===== src/rtl/mdio_peripheral.sv =====
// PHY-side Clause-22 MDIO responder: oversamples MDC/MDIO on CLK, decodes frames,
// strobes writes into the register bank and shifts read data back on MDIO_IN.
module mdio_peripheral #(
  parameter logic [4:0] PHY_ADDR  = 5'd1,
  parameter bit         CHECK_PHY = 1'b1
) (
  input  logic        CLK,
  input  logic        RESET,
  input  logic        MDC,
  input  logic        MDIO_OE,
  input  logic        MDIO_OUT,
  input  logic [15:0] RD_DATA,
  output logic        MDIO_IN,
  output logic        MDIO_IN_OE,
  output logic [4:0]  ADDR,
  output logic [15:0] WR_DATA,
  output logic        WR_STB,
  output logic        MDIO_DONE,
  output logic [2:0]  dbg_state
);

  typedef enum logic [2:0] {
    S_IDLE   = 3'd0,
    S_HEADER = 3'd1,
    S_WTA    = 3'd2,
    S_WDATA  = 3'd3,
    S_RTA    = 3'd4,
    S_RDATA  = 3'd5,
    S_SKIP   = 3'd6
  } state_t;

  state_t      state_q, state_d;
  logic        mdc_s1_q, mdc_s2_q, mdc_s3_q;
  logic        dat_s1_q, dat_s2_q;
  logic        oe_s1_q, oe_s2_q;
  logic [5:0]  cnt_q, cnt_d;
  logic [15:0] sh_q, sh_d;
  logic [15:0] tx_q, tx_d;
  logic        mdio_in_q, mdio_in_d;
  logic        mdio_in_oe_q, mdio_in_oe_d;
  logic [4:0]  addr_q, addr_d;
  logic [15:0] wr_data_q, wr_data_d;
  logic        wr_stb_q, wr_stb_d;
  logic        done_q, done_d;

  logic        mdc_rise, mdc_fall;
  logic [5:0]  cnt_inc;
  logic [15:0] sh_shift;
  logic        hdr_ok;

  always_comb begin
    mdc_rise     = mdc_s2_q & ~mdc_s3_q;
    mdc_fall     = ~mdc_s2_q & mdc_s3_q;
    cnt_inc      = (cnt_q == 6'd32) ? 6'd32 : cnt_q + 6'd1;
    sh_shift     = {sh_q[14:0], dat_s2_q};
    // sh_shift[13:0] holds ST,OP,PHYAD,REGAD on the 14th rising edge
    hdr_ok       = (sh_shift[13:12] == 2'b01) &&
                   ((sh_shift[11:10] == 2'b01) || (sh_shift[11:10] == 2'b10)) &&
                   (!CHECK_PHY || (sh_shift[9:5] == PHY_ADDR));
    state_d      = state_q;
    cnt_d        = cnt_q;
    sh_d         = sh_q;
    tx_d         = tx_q;
    mdio_in_d    = mdio_in_q;
    mdio_in_oe_d = mdio_in_oe_q;
    addr_d       = addr_q;
    wr_data_d    = wr_data_q;
    wr_stb_d     = 1'b0;
    done_d       = 1'b0;
    case (state_q)
      S_IDLE: begin
        if (mdc_rise && oe_s2_q) begin
          sh_d    = sh_shift;
          cnt_d   = 6'd1;
          state_d = S_HEADER;
        end
      end
      S_HEADER: begin
        if (mdc_rise) begin
          if (!oe_s2_q) begin
            state_d = S_IDLE;
            cnt_d   = 6'd0;
          end else begin
            sh_d  = sh_shift;
            cnt_d = cnt_inc;
            if (cnt_q == 6'd13) begin
              if (!hdr_ok) begin
                state_d = S_SKIP;
              end else begin
                addr_d  = sh_shift[4:0];
                state_d = (sh_shift[11:10] == 2'b01) ? S_WTA : S_RTA;
              end
            end
          end
        end
      end
      S_WTA: begin
        if (mdc_rise) begin
          cnt_d = cnt_inc;
          if (cnt_q == 6'd15) state_d = S_WDATA;
        end
      end
      S_WDATA: begin
        if (mdc_rise) begin
          sh_d  = sh_shift;
          cnt_d = cnt_inc;
          if (cnt_q == 6'd31) begin
            wr_data_d = sh_shift;
            wr_stb_d  = 1'b1;
            done_d    = 1'b1;
            state_d   = S_IDLE;
            cnt_d     = 6'd0;
          end
        end
      end
      S_RTA: begin
        if (mdc_rise) begin
          cnt_d = cnt_inc;
          if (cnt_q == 6'd15) begin
            tx_d    = RD_DATA;
            state_d = S_RDATA;
          end
        end
      end
      S_RDATA: begin
        if (mdc_rise) begin
          cnt_d = cnt_inc;
          if (cnt_q == 6'd31) done_d = 1'b1;
        end
        // Drive on falling edges so data is stable at the controller's rising edge
        if (mdc_fall) begin
          if (cnt_q == 6'd32) begin
            mdio_in_oe_d = 1'b0;
            mdio_in_d    = 1'b0;
            state_d      = S_IDLE;
            cnt_d        = 6'd0;
          end else begin
            mdio_in_oe_d = 1'b1;
            mdio_in_d    = tx_q[15];
            tx_d         = {tx_q[14:0], 1'b0};
          end
        end
      end
      S_SKIP: begin
        if (mdc_rise) begin
          cnt_d = cnt_inc;
          if (cnt_q == 6'd31) begin
            state_d = S_IDLE;
            cnt_d   = 6'd0;
          end
        end
      end
      default: begin
        state_d = S_IDLE;
        cnt_d   = 6'd0;
      end
    endcase
  end

  always_ff @(posedge CLK or posedge RESET) begin
    if (RESET) begin
      state_q      <= S_IDLE;
      mdc_s1_q     <= 1'b0;
      mdc_s2_q     <= 1'b0;
      mdc_s3_q     <= 1'b0;
      dat_s1_q     <= 1'b0;
      dat_s2_q     <= 1'b0;
      oe_s1_q      <= 1'b0;
      oe_s2_q      <= 1'b0;
      cnt_q        <= 6'd0;
      sh_q         <= 16'd0;
      tx_q         <= 16'd0;
      mdio_in_q    <= 1'b0;
      mdio_in_oe_q <= 1'b0;
      addr_q       <= 5'd0;
      wr_data_q    <= 16'd0;
      wr_stb_q     <= 1'b0;
      done_q       <= 1'b0;
    end else begin
      state_q      <= state_d;
      mdc_s1_q     <= MDC;
      mdc_s2_q     <= mdc_s1_q;
      mdc_s3_q     <= mdc_s2_q;
      dat_s1_q     <= MDIO_OUT;
      dat_s2_q     <= dat_s1_q;
      oe_s1_q      <= MDIO_OE;
      oe_s2_q      <= oe_s1_q;
      cnt_q        <= cnt_d;
      sh_q         <= sh_d;
      tx_q         <= tx_d;
      mdio_in_q    <= mdio_in_d;
      mdio_in_oe_q <= mdio_in_oe_d;
      addr_q       <= addr_d;
      wr_data_q    <= wr_data_d;
      wr_stb_q     <= wr_stb_d;
      done_q       <= done_d;
    end
  end

  assign MDIO_IN    = mdio_in_q;
  assign MDIO_IN_OE = mdio_in_oe_q;
  assign ADDR       = addr_q;
  assign WR_DATA    = wr_data_q;
  assign WR_STB     = wr_stb_q;
  assign MDIO_DONE  = done_q;
  assign dbg_state  = state_q;

endmodule


===== config.mk =====
export PLATFORM = sky130hd
export DESIGN_NAME = mdio_peripheral
export DESIGN_NICKNAME = d
export VERILOG_FILES = /design/src/rtl/mdio_peripheral.sv
export SDC_FILE = /design/constraint.sdc
export NUM_CORES = 1
export LEC_CHECK = 0
export ABC_AREA = 1
export ABC_CLOCK_PERIOD_IN_PS = 3100
export BUFFER_PORTS_ARGS = -buffer_cell sky130_fd_sc_hd__buf_2
export CAP_MARGIN = 10
export CORE_UTILIZATION = 26
export DETAILED_ROUTE_END_ITERATION = 16
export PLACE_DENSITY = 0.43
export SETUP_SLACK_MARGIN = 0.4
export SLEW_MARGIN = 20
export SYNTH_ARGS = -nofsm -noshare
export SYNTH_HDL_FRONTEND = slang
export SYNTH_SLANG_ARGS = --single-unit

===== constraint.sdc =====
create_clock -name CLK -period 3.1 [get_ports CLK]
set_input_delay 0.62 -clock CLK [delete_from_list [all_inputs] [get_ports CLK]]
set_output_delay 0.62 -clock CLK [all_outputs]
set_load 0.05 [all_outputs]

; ---- Yosys cells after proc, flatten, opt, wreduce, memory -nomap -nowiden
; Cells that the tools add are included.
; W data, S select, Z words.
[word_totals]
regBits = 72
in_bits = 21
output_inout_bits = 28
word_cells = 108
[classes]
add_sub_neg = 1
eq_ne = 28
muxes = 41
bitwise = 4
reduce_logical = 17
[ops]
columns = cell, count
row1 = $mux W16, 4
row2 = $mux W15, 4
row3 = $mux W6, 9
row4 = $pmux W15 S3, 1
row5 = $mux W3, 14
row6 = $pmux W16 S2, 1
row7 = $pmux W6 S5, 1
row8 = $ne A2 B2 Y1 const B, 11
row9 = $pmux W3 S6, 1
row10 = $reduce_and A5 Y1, 3
row11 = $eq A6 B4 Y1 const B, 2
row12 = $reduce_and A11 Y1, 1
row13 = $eq A3 B3 Y1 const B, 3
row14 = $add A6 B1 Y6 const B, 1
row15 = $eq A3 B2 Y1 const B, 2
row16 = $eq A6 B5 Y1 const B, 1
row17 = $eq A6 B6 Y1 const B, 1
row18 = $mux W1, 6
row19 = $reduce_and A3 Y1, 2
row20 = $reduce_or A2 Y1, 3
row21 = $eq A5 B1 Y1 const B, 1
row22 = $eq A2 B1 Y1 const B, 2
row23 = $ne A2 B1 Y1 const B, 2
row24 = $eq A3 B1 Y1 const B, 1
row25 = other kinds (10), 14

; ---- Depth between registers and ports, before layout
[depth]
depth_word = 9
ltp_mapped = 11
mapped_depth_nobuf = 11

; ---- Least setup slack after synthesis
; OpenSTA, ideal clock, no wires.
[synth_timing]
path_kind = flip-flop to flip-flop
start = register state_q[2] (netlist: dbg_state[2])
end = register state_q[0] (netlist: dbg_state[0])
setup_ns = 0.120
t_arrival_ns = 1.630
required_time_ns = 2.980
setup_slack_ns = 1.350
stages_incl_launch_ff = 10
path_buffers = 0
synth_period_minus_slack_ns = 1.750
path_cell_list = dfrtp_1 > inv_2 > nand3_2 > nor2_2 > nor2_4 > nand2_2 > a21oi_4 > nand2_2 > nand2_1 > nand2_1
[synth_via]
elab_chain_cells = 4
word_cells_on_any_way = 21
cone_classes = eq/ne: 17 / mux: 1 / reduce/logical: 3
[synth_rtl]
columns = item, line
row1 = from (decl), 32  ; state_t state_q, state_d;
row2 = from (signal assigned), 180  ; state_q <= state_d;
row3 = $eq A3 B3 Y1 or $eq A3 B2 Y1 (tied branches), 70  ; case (state_q)
row4 = $reduce_or A2 Y1 (no source line), -
row5 = $ne A2 B1 Y1 (no source line), -
row6 = $reduce_and A11 Y1 (no source line), -
; Several ways; a longest one is shown, not always the timed one.
; A chain may end at the register's enable or synchronous reset.

; ---- Worst setup path in the final report
[layout_timing]
start = register cnt_q[0]
end = register tx_q[1]
[layout_via]
elab_chain_cells = 3
word_cells_on_any_way = 5
cone_classes = eq/ne: 4 / reduce/logical: 1
[layout_rtl]
columns = item, line
row1 = from (decl), 36  ; logic [5:0] cnt_q, cnt_d;
row2 = from (signal assigned), 188  ; cnt_q <= cnt_d;
row3 = $eq A6 B6 Y1 or $eq A6 B4 Y1 (tied branches), "132, 119"
row4 = $ne A2 B2 Y1 (no source line), -
row5 = $reduce_and A5 Y1 (no source line) (*), -
row6 = to (signal assigned), 190  ; tx_q <= tx_d;
row7 = to (decl), 38  ; logic [15:0] tx_q, tx_d;
; Every way passes the cells marked *; elsewhere a longest branch is shown, timed or not.

==> impl_metrics.env <==
export IMPL_grt_pass1_wl_um=13200
export IMPL_final_min_clock_period_ns=2.21
export IMPL_finalSetupViolCount=0
export IMPL_fp_dieW_um=118
export IMPL_vdd_drop_max_mv=0.325
export IMPL_wl_um=7570
export IMPL_via_per_inst=4.25
export IMPL_hpwl_um=5280
export IMPL_tightest_slew_ns=0.881
export IMPL_antenna_found_initial=0
export IMPL_io_pin_count=49
export IMPL_diodes=0
export IMPL_cp_data_arrival_time_ns=2.44
export IMPL_htreeDepth=3
export IMPL_fp_dieArea_um2=14000
export IMPL_synthArstFlopShare_pct=100
export IMPL_outcome="finished clean"
export IMPL_pre_cts_ws_ns=0.896
export IMPL_grt_start_max_net_pins=38
export IMPL_placedCellCount=626
export IMPL_cts_root_buf="clkbuf_16"
export IMPL_netlist_instances=412
export IMPL_core_area_um2=13200
export IMPL_final_hold_violation_count=0
export IMPL_slowest_stage="a21boi_4"
export IMPL_max_clock_path_buffers=2
export IMPL_grt_pass1_vias=2665
export IMPL_cts_tree="yes"
export IMPL_drt_wirelength_per_cell_um=11.8
export IMPL_max_slew_margin_pct=41.1
export IMPL_finalWorstSetupSlack_ns=0.886
export IMPL_synth_common_cells="nand2_1 (121), dfrtp_1 (72), inv_1 (49)"
export IMPL_clock_skew_ns=0.0110
export IMPL_r2r_slack_ns=0.89
export IMPL_gp_congestion=0.817
export IMPL_port_buffers=48
export IMPL_fin_crit_sh_pct=71.4
export IMPL_crit_path_max_incr_delay_ns=0.74
export IMPL_dr_first_iter_drc_count=218
export IMPL_yosys_top_cells_area="dfrtp_1 (51%), nand2_1 (13%), inv_1 (5.2%)"
export IMPL_drcViolationCount=0
export IMPL_cts_sinks=72
export IMPL_cts_made_buffers=9
export IMPL_fin_nets=486
export IMPL_finalSetupTns_ns=0
export IMPL_p_leak_uw=0.00214
export IMPL_synth_area_um2=3510
export IMPL_gr_total_overflow=0
export IMPL_crit_type="register to register"
export IMPL_cts_setup_buffers=0
export IMPL_synth_most_common_cell="nand2_1"
export IMPL_path_clk_slew_ns=0.06
export IMPL_syn_nets=437
export IMPL_power_density_nw_per_um2=869
export IMPL_num_vias=2724
export IMPL_die_height_um=118
export IMPL_drt_antenna_violating_nets=0
export IMPL_yosys_warnings=0
export IMPL_start_kind="register"
export IMPL_yosysTopAreaCellShare_pct=51.3
export IMPL_clock_latency_ns=0.34
export IMPL_max_freq_ghz=0.452
export IMPL_synthFlopType="dfrtp_1"
export IMPL_cap_viol_max_count=0
export IMPL_synth_edff_count=0
export IMPL_syn_avg_cell_area_um2=8.53
export IMPL_grt_setup_unrepaired="false"
export IMPL_drive_gt1_share_pct=24.7
export IMPL_hold_buffers=0
export IMPL_initial_core_util_pct=26.6
export IMPL_ys_seq_elements=72
export IMPL_fillerInstances=1422
export IMPL_worst_ep_required_time_ns=3.32
export IMPL_ys_types=32
export IMPL_hp_class="register to register"
export IMPL_final_cells=641
export IMPL_cp_max_fo=30
export IMPL_crit_chain="ha_1, nand2_2, nor2_4, nand4_1, a21boi_4, buf_4, o21ai_2"
export IMPL_first_pass_iters=4
export IMPL_grt_total_usage_pct=12.0
export IMPL_synth_largest_area_cell="dfrtp_1"
export IMPL_rows=42
export IMPL_finalMaxSlewViolations=0
export IMPL_crit_path_end_kind="register"
export IMPL_syn_to_final_growth_pct=20.7
export IMPL_cts_resized=0
export IMPL_synth_yosys_seq_area_share_pct=51.3
cell usage in the layout (no fill, tap or decap), types with 2 or more instances in the layout:
master     synthesis  layout
ha_1               4       4
buf_2              7      48
nor2_2             3       3
o21ai_1           28      28
nor2_4             3       3
nand2_2            6       6
o21ai_0           28      28
nand3_1           18      18
nand3_2            2       2
nor2_1            15      15
o21ai_2           21      21
bufinv_16          0       2
nor3_1             2       2
buf_4              0       2
dfrtp_1           72      72
nand2_1          121     121
inv_2              6       7
nand2_4            2       2
nand4_1            5       5
clkbuf_16          0       9
a21oi_1            3       3
inv_1             49      48
metrics by stage:
step           instance area (um2)  power [uW]  utilization (%)  hold slack [ns]
5_1_grt                       4240        3980             32.2            0.356
2_1_floorplan                 3510        2330                -            0.331
6_report                      4240        3680             32.2            0.351
3_3_place_gp                  3920        2580             29.7            0.334
3_5_place_dp                  3920        2590             29.7            0.340
4_1_cts                       4230        3730             32.1            0.353
worst max-delay path: cells and delay by family, from the launching register on:
kind | cells | cell delay (ns)
buffers and inverters | 1 | 0.26
AO/OA/AOI/OAI | 2 | 0.79
AND/OR/NAND/NOR | 3 | 0.38
flip-flops | 1 | 0.45
adder cells (fa/ha/maj) | 1 | 0.21
power by group:
| group | switching (uW) | internal (uW) | leakage (uW) |
|---|---|---|---|
| registers | 135 | 1170 | 0.000943 |
| clock network | 402 | 701 | 0.000149 |
| logic | 878 | 396 | 0.00105 |
state kept, by name (all words and copies together), names as in the netlist:
register / flops
WR_DATA: 16
tx_q: 16
sh_q: 15
cnt_q: 6
ADDR: 5
dbg_state: 3
MDIO_DONE: 1
MDIO_IN: 1
MDIO_IN_OE: 1
WR_STB: 1
dat_s1_q: 1
dat_s2_q: 1
mdc_s1_q: 1
mdc_s2_q: 1
mdc_s3_q: 1
oe_s1_q: 1
oe_s2_q: 1
layer usage:
| layer | GRT usage [%] | part of all wire, % | up-vias |
|---|---|---|---|
| li1 | - | - | 1419 |
| met1 | 16.8 | 51 | 1236 |
| met2 | 16.8 | 42 | 58 |
| met3 | 3.38 | 4.6 | 11 |
| met4 | 6.09 | 2.1 | 0 |
| met5 | 0 | 0 | - |
path summary, 6_finish.rpt:
check,from,to,depth (start not counted)
min in group asynchronous,RESET,WR_DATA[1],2
worst min-delay path,dat_s1_q,dat_s2_q,0
max in group asynchronous,RESET,cnt_q[2],3
worst max register to register,cnt_q[0],tx_q[1],7
worst max-delay path,cnt_q[0],tx_q[1],7
worst min register to register,dat_s1_q,dat_s2_q,0
cells by family (layout without fill, tap and decap cells):
logic type,Yosys count,count (layout),synth area share [%]
flops,72,72,51.3
compound gates,85,85,15.4
buf+inv,68,121,8.37
xor+xnor,1,1,0.249
simple gates,182,182,23.3
fa+ha+maj,4,4,1.42
area by class of cell:
| cell class | count | area (um2) | area share, % |
|---|---|---|---|
| sequential | 72 | 1800 | 42.5 |
| multi-input combinational | 272 | 1430 | 33.7 |
| timing repair buffer | 51 | 275 | 6.49 |
| clock buffer | 10 | 229 | 5.40 |
| tap | 176 | 220 | 5.19 |
| inverter | 55 | 206 | 4.87 |
| clock inverter | 5 | 81.3 | 1.92 |
(Power assumes the default switching activity.)
